## src/rtl/spi_flash_pkg.sv

```systemverilog
// Shared types and constants for the SPI flash master.
// Used by spi_flash_master_param and spi_sclk_gen.
package spi_flash_pkg;

  typedef enum logic [2:0] {
    IDLE,
    CMD,
    ADDR,
    DUMMY,
    DATA,
    HOLD
  } spi_state_t;

  localparam logic [7:0] CMD_PP        = 8'h02;
  localparam logic [7:0] CMD_READ      = 8'h03;
  localparam logic [7:0] CMD_RDSR      = 8'h05;
  localparam logic [7:0] CMD_WREN      = 8'h06;
  localparam logic [7:0] CMD_FAST_READ = 8'h0B;

  // Width of the per-phase bit counter; covers phases up to 256 bits.
  localparam int PHASE_CNT_W = 8;

endpackage

```

## src/rtl/spi_flash_master_param_sclk_gen.sv

```systemverilog
// SCLK divider for the SPI flash master: SPI mode 3 clock (idles high)
// with a half-period of CLK_DIV clk cycles, plus single-cycle strobes
// that are high in the clk cycle whose closing edge moves sclk.
module spi_sclk_gen #(
  parameter int CLK_DIV = 2
) (
  input  logic clk,
  input  logic rst,
  input  logic en,
  input  logic hold,
  output logic sclk,
  output logic fall_stb,
  output logic rise_stb
);

  localparam int CW = (CLK_DIV > 1) ? $clog2(CLK_DIV) : 1;

  logic [CW-1:0] cnt;
  logic          tick;

  assign tick     = (cnt == CW'(CLK_DIV - 1));
  assign fall_stb = en & tick & sclk;
  assign rise_stb = en & tick & ~sclk;

  // Half-period counter; in hold the final high phase is timed but sclk stays high.
  always_ff @(posedge clk or negedge rst) begin
    if (!rst) begin
      cnt  <= '0;
      sclk <= 1'b1;
    end else if (!en) begin
      cnt  <= '0;
      sclk <= 1'b1;
    end else if (tick) begin
      cnt <= '0;
      if (!hold) sclk <= ~sclk;
    end else begin
      cnt <= cnt + CW'(1);
    end
  end

endmodule

```

## src/rtl/spi_flash_master_param.sv

```systemverilog
// Parametrised SPI flash master: one transaction per start pulse
// (command, optional address, optional dummy, optional read/write data).
// Optional feature macro: SPI_FLASH_DUMMY_EN (adds dummy_cycles port and DUMMY phase).
module spi_flash_master_param
  import spi_flash_pkg::*;
#(
  parameter int CMD_WIDTH  = 8,
  parameter int ADDR_WIDTH = 24,
  parameter int DATA_WIDTH = 32,
  parameter int CLK_DIV    = 2,
  parameter int NUM_CS     = 1,
  localparam int CS_SEL_W  = (NUM_CS > 1) ? $clog2(NUM_CS) : 1
) (
  input  logic                  clk,
  input  logic                  rst,
  input  logic                  start,
  input  logic [CMD_WIDTH-1:0]  cmd,
  input  logic [ADDR_WIDTH-1:0] addr,
  input  logic [DATA_WIDTH-1:0] wdata,
  input  logic                  has_addr,
  input  logic                  has_data,
  input  logic                  rd_nwr,
  input  logic [CS_SEL_W-1:0]   cs_sel,
`ifdef SPI_FLASH_DUMMY_EN
  input  logic [3:0]            dummy_cycles,
`endif
  output logic                  busy,
  output logic                  done,
  output logic [DATA_WIDTH-1:0] rdata,
  output logic [NUM_CS-1:0]     cs_n,
  output logic                  sclk,
  output logic                  mosi,
  input  logic                  miso
);

  spi_state_t state_q, state_d, after_addr, after_data;

  logic [CMD_WIDTH-1:0]   cmd_sr;
  logic [ADDR_WIDTH-1:0]  addr_sr;
  logic [DATA_WIDTH-1:0]  data_sr;
  logic [PHASE_CNT_W-1:0] cnt_q, cnt_load;
  logic has_addr_q, has_data_q, rd_q, cs_valid_q;
  logic fall_stb, rise_stb, accept, last_bit, dummy_go, done_d;

`ifdef SPI_FLASH_DUMMY_EN
  logic [3:0] dummy_q;
  assign dummy_go = rd_q & has_data_q & (dummy_q != 4'd0);
`else
  assign dummy_go = 1'b0;
`endif

  assign busy     = (state_q != IDLE);
  assign accept   = (state_q == IDLE) & start;
  assign last_bit = rise_stb & (cnt_q == '0);

  spi_sclk_gen #(.CLK_DIV(CLK_DIV)) u_sclk_gen (
    .clk      (clk),
    .rst      (rst),
    .en       (busy),
    .hold     (state_q == HOLD),
    .sclk     (sclk),
    .fall_stb (fall_stb),
    .rise_stb (rise_stb)
  );

  // State register.
  always_ff @(posedge clk or negedge rst) begin
    if (!rst) state_q <= IDLE;
    else      state_q <= state_d;
  end

  // Phase sequencing: phases advance on the rising edge of their last bit.
  always_comb begin
    state_d    = state_q;
    cnt_load   = '0;
    done_d     = 1'b0;
    after_data = has_data_q ? DATA : HOLD;
    after_addr = dummy_go ? DUMMY : after_data;
    case (state_q)
      IDLE:  if (start) state_d = CMD;
      CMD:   if (last_bit) state_d = has_addr_q ? ADDR : after_addr;
      ADDR:  if (last_bit) state_d = after_addr;
`ifdef SPI_FLASH_DUMMY_EN
      DUMMY: if (last_bit) state_d = DATA;
`endif
      DATA:  if (last_bit) state_d = HOLD;
      HOLD: begin
        if (fall_stb) begin
          state_d = IDLE;
          done_d  = 1'b1;
        end
      end
      default: state_d = IDLE;
    endcase
    case (state_d)
      CMD:   cnt_load = PHASE_CNT_W'(CMD_WIDTH - 1);
      ADDR:  cnt_load = PHASE_CNT_W'(ADDR_WIDTH - 1);
`ifdef SPI_FLASH_DUMMY_EN
      DUMMY: cnt_load = PHASE_CNT_W'(dummy_q) - PHASE_CNT_W'(1);
`endif
      DATA:  cnt_load = PHASE_CNT_W'(DATA_WIDTH - 1);
      default: cnt_load = '0;
    endcase
  end

  // Datapath: latch request, shift on sclk edges, drive cs_n/mosi, publish rdata.
  always_ff @(posedge clk or negedge rst) begin
    if (!rst) begin
      cmd_sr     <= '0;
      addr_sr    <= '0;
      data_sr    <= '0;
      cnt_q      <= '0;
      has_addr_q <= 1'b0;
      has_data_q <= 1'b0;
      rd_q       <= 1'b0;
      cs_valid_q <= 1'b0;
`ifdef SPI_FLASH_DUMMY_EN
      dummy_q    <= '0;
`endif
      cs_n       <= '1;
      mosi       <= 1'b0;
      rdata      <= '0;
      done       <= 1'b0;
    end else begin
      done <= done_d;
      if (accept) begin
        cmd_sr     <= cmd;
        addr_sr    <= addr;
        data_sr    <= wdata;
        has_addr_q <= has_addr;
        has_data_q <= has_data;
        rd_q       <= rd_nwr;
        cs_valid_q <= (32'(cs_sel) < 32'(NUM_CS));
`ifdef SPI_FLASH_DUMMY_EN
        dummy_q    <= dummy_cycles;
`endif
        cnt_q      <= PHASE_CNT_W'(CMD_WIDTH - 1);
        mosi       <= cmd[CMD_WIDTH-1];
        for (int unsigned i = 0; i < NUM_CS; i++) cs_n[i] <= (32'(cs_sel) != i);
      end else begin
        if (rise_stb) begin
          cnt_q <= (state_d != state_q) ? cnt_load : cnt_q - PHASE_CNT_W'(1);
          case (state_q)
            CMD:  cmd_sr  <= cmd_sr << 1;
            ADDR: addr_sr <= addr_sr << 1;
            // Write data shifts out of the top while read data fills from miso.
            DATA: data_sr <= {data_sr[DATA_WIDTH-2:0], rd_q & miso};
            default: ;
          endcase
        end
        if (fall_stb) begin
          case (state_q)
            CMD:     mosi <= cmd_sr[CMD_WIDTH-1];
            ADDR:    mosi <= addr_sr[ADDR_WIDTH-1];
            DATA:    mosi <= ~rd_q & data_sr[DATA_WIDTH-1];
            default: mosi <= 1'b0;
          endcase
        end
        if (done_d) begin
          cs_n <= '1;
          if (rd_q && has_data_q && cs_valid_q) rdata <= data_sr;
        end
      end
    end
  end

endmodule

```

## config.mk

```make
export PLATFORM = sky130hd
export DESIGN_NAME = spi_flash_master_param
export DESIGN_NICKNAME = d
export VERILOG_FILES = /design/src/rtl/spi_flash_pkg.sv /design/src/rtl/spi_flash_master_param_sclk_gen.sv /design/src/rtl/spi_flash_master_param.sv
export SDC_FILE = /design/constraint.sdc
export NUM_CORES = 1
export LEC_CHECK = 0
export ABC_AREA = 1
export CORE_MARGIN = 10
export CORE_UTILIZATION = 30
export DETAILED_ROUTE_END_ITERATION = 7
export SLEW_MARGIN = 20
export SYNTH_ARGS = -nofsm -noshare
export SYNTH_HDL_FRONTEND = slang
export SYNTH_SLANG_ARGS = --single-unit
```

## constraint.sdc

```tcl
create_clock -name clk -period 1.87 [get_ports clk]
set_clock_uncertainty 0.1 [all_clocks]
set_input_delay 0.187 -clock clk [delete_from_list [all_inputs] [get_ports clk]]
set_output_delay 0.187 -clock clk [all_outputs]
set_load 0.005 [all_outputs]
```

==> impl_metrics.ini <==
[timing]
worst_pin_slew_ps = 507
hold_viol_final = 0
grt_setup_unrepaired = true
min_period_ps = 1930
setup_violations = 5
max_freq_mhz = 517
report.final.slew_viol_count = 0
period_share = 1.03
slew_headroom = 0.662
setup_ws_ps = -63.1

[yosys]
yosysSeqAreaShare = 0.548
yosys-top-cells-count = nand2_1, dfrtp_1, o21ai_0
yosys.area.top_type = dfrtp_1
syn_area_um2 = 5300
netlist_instances = 615
yosysMostFrequentCell = nand2_1
synth_top_family_by_area = simple AND/OR/NAND/NOR gates
avgSynthCellArea_um2 = 8.62
synth-compound-area-share = 0.168
synthAdderAreaFrac = 0.00472
ys_top_cells_by_area = dfrtp_1, nand2_1, o21ai_0
syn_nets = 689
async_flop_share = 1.00
ys_warn_count = 0
synth_top_cell_area_share = 0.538
synth-xor-area-share = 0.00661
synth_mux_area_frac = 0.00212
synth_edf_count = 0
ys_ff_latch = 116
synth_ff_type = dfrtp_1
ys_types = 37
synthSimpleGateAreaFrac = 0.195

[global_routing]
first_global_vias = 4758
antenna_found_initial = 0
grt_max_degree = 63
grt_remaining_overflow = 0
grt_pass1_wl_mm = 24.8
grtUsageTotal = 0.129

[pwr]
sw_frac_of_total = 0.218
combPwrFrac = 0.039
irDropWorstVdd_mv = 0.583
p_leak_nw = 3.49
power.switching_mw = 1.22
power.internal_mw = 4.38
power_mw = 5.61
pwr-share-seq = 0.448
power_density_nw_per_um2 = 708
clkPwrFrac = 0.513

[floorplan]
core_um2 = 17300
die_x_um = 153
num_io_pins = 109
dieArea_um2 = 23400
start_util = 0.307
std_cell_rows = 48
die_h_um = 153

[clock_tree]
clkLatencyLatePin_ps = 420
cts_made_buffers = 17
clk_path_buf_depth = 2
cts_tree = yes
root_buffer = clkbuf_16
cts_num_sinks = 116
cts.clk_slew.worst_paths_ps = 60
h-tree-depth = 4

[routing]
firstDrtPassIters = 4
post_drt_wl_per_cell_um = 15.6
totalWireLength_mm = 15.8
first_iter_violations = 227
antenna_left = 0
num_vias = 4723
viasPerCell = 4.68
drc = 0

[run_status]
outcome = complete, but fails checks
violations = negative setup slack

[placement]
preCtsSetupSlack_ps = -177
dpl.hpwl_mm = 10.8
gp_congestion = 0.847
io_buffers = 108
place_inst = 963

[worst_setup_path]
end_kind = flip-flop
critPathMaxFanout = 5
crit_path_start_kind = flip-flop
arrival_ps = 2140
critical_path_required_ps = 2080
critPathKind = flip-flop to flip-flop

[cells_and_area]
syn_to_final_growth_pct = 49.3
final_cells = 1010
nFillCells = 1713
nets = 848
drive_gt1_frac = 0.194

[job]
cap_violations = 0

[min_path]
hold_path_class = primary input to async pin
==> stage by stage <==
stage               TNS, ps  cell area (um^2)  utilization  hold slack, ps
floorplan                 0              5310            -            -209
global placement       -501              7010        0.405            88.2
detailed placement    -1370              7010        0.405            93.1
CTS                   -66.0              7680        0.444             180
global route          -2230              7910        0.457             217
finish                 -292              7920        0.458             183
==> area by class of cell <==
| class | count | area [um^2] | share of cell area |
|---|---|---|---|
| tap | 225 | 282 | 0.0356 |
| multi-input combinational | 393 | 2170 | 0.275 |
| antenna | 1 | 2.50 | 0.000316 |
| clock inverter | 9 | 60.1 | 0.00759 |
| clock buffer | 20 | 457 | 0.0577 |
| sequential | 116 | 2910 | 0.368 |
| timing repair buffer | 168 | 1730 | 0.218 |
| inverter | 78 | 302 | 0.0381 |
==> registers in the layout, summed over array words and instances, names as in the netlist <==
signal           flops
addr_sr             24
cs_valid_q           1
done                 1
mosi                 1
cnt_q                8
rdata               32
has_addr_q           1
u_sclk_gen.cnt       1
data_sr             32
has_data_q           1
u_sclk_gen.sclk      1
cmd_sr               8
cs_n                 1
state_q              3
rd_q                 1
==> final timing paths <==
kind | slack, ps | start | depth (start not counted) | end
max in group asynchronous | 880 | rst | 3 | cs_n
hold reg to reg | 380 | rdata[27] | 2 | rdata[27]
setup / recovery | -60 | cnt_q[1] | 14 | cnt_q[1]
hold / removal | 180 | rst | 2 | rdata[16]
min in group clk | 230 | wdata[3] | 3 | data_sr[3]
setup reg to reg | -60 | cnt_q[1] | 14 | cnt_q[1]
==> per-layer routing <==
layer | vias to the layer above | part of all wire | global-route usage
li1 | 2342 | - | -
met1 | 2236 | 0.49 | 0.177
met2 | 127 | 0.45 | 0.191
met3 | 18 | 0.046 | 0.0373
met4 | 0 | 0.014 | 0.0427
met5 | - | 0 | 0
==> kinds of logic (layout without fill, tap and decap cells) <==
family / after synthesis / in the layout
and+or+nand+nor: 237 / 237
AOI/OAI and AO/OA: 149 / 149
DFF: 116 / 116
buffers and inverters: 106 / 275
xor gates and xnor gates: 4 / 4
adders and majority gates: 2 / 2
muxes: 1 / 1
other: 0 / 1
==> placed cells by master, fill, tap and decap left out, drive strengths merged, types with 6 or more instances in the layout <==
cell	n
nand2	181
dfrtp	114
clkdlybuf4s50	105
o21ai	94
inv	77
buf	58
nor2	27
clkbuf	23
o221ai	19
nand3	16
a31oi	12
o22ai	9
nand4	9
a21oi	7
clkinv	6
==> critical path, stage by stage, from the launching register on <==
cell	delay [ps]
dfrtp_1	380
inv_2	80
ha_4	150
nand3_4	90
nor2_4	200
nand2_4	90
nand2_2	70
nand3_2	90
nand3_2	100
nand2_4	70
buf_4	160
nand4_1	90
nand2_1	60
nand2_1	50
nand2_1	50
==> repair_timing <==
item / CTS / global route
hold buffers: 1 / 0
endpoints found under the hold margin: 30 / 0
endpoints found under the setup margin: 12 / 65
buffers inserted: 9 / 3
cloned: 0 / 4
resized for setup: 22 / 31
pin swaps: 9 / 14
==> power by group through the flow <==
stage | sequential (mW) | clock [mW] | combinational, mW
final | 2.51 | 2.87 | 0.220
after CTS | 2.51 | 2.94 | 0.226
after global routing | 2.51 | 3.06 | 0.240
after detailed placement | 2.56 | 0 | 0.222
after global placement | 2.56 | 0 | 0.224
after floorplan | 2.56 | 0 | 0.00000956
Power figures use the tool's default switching activity.
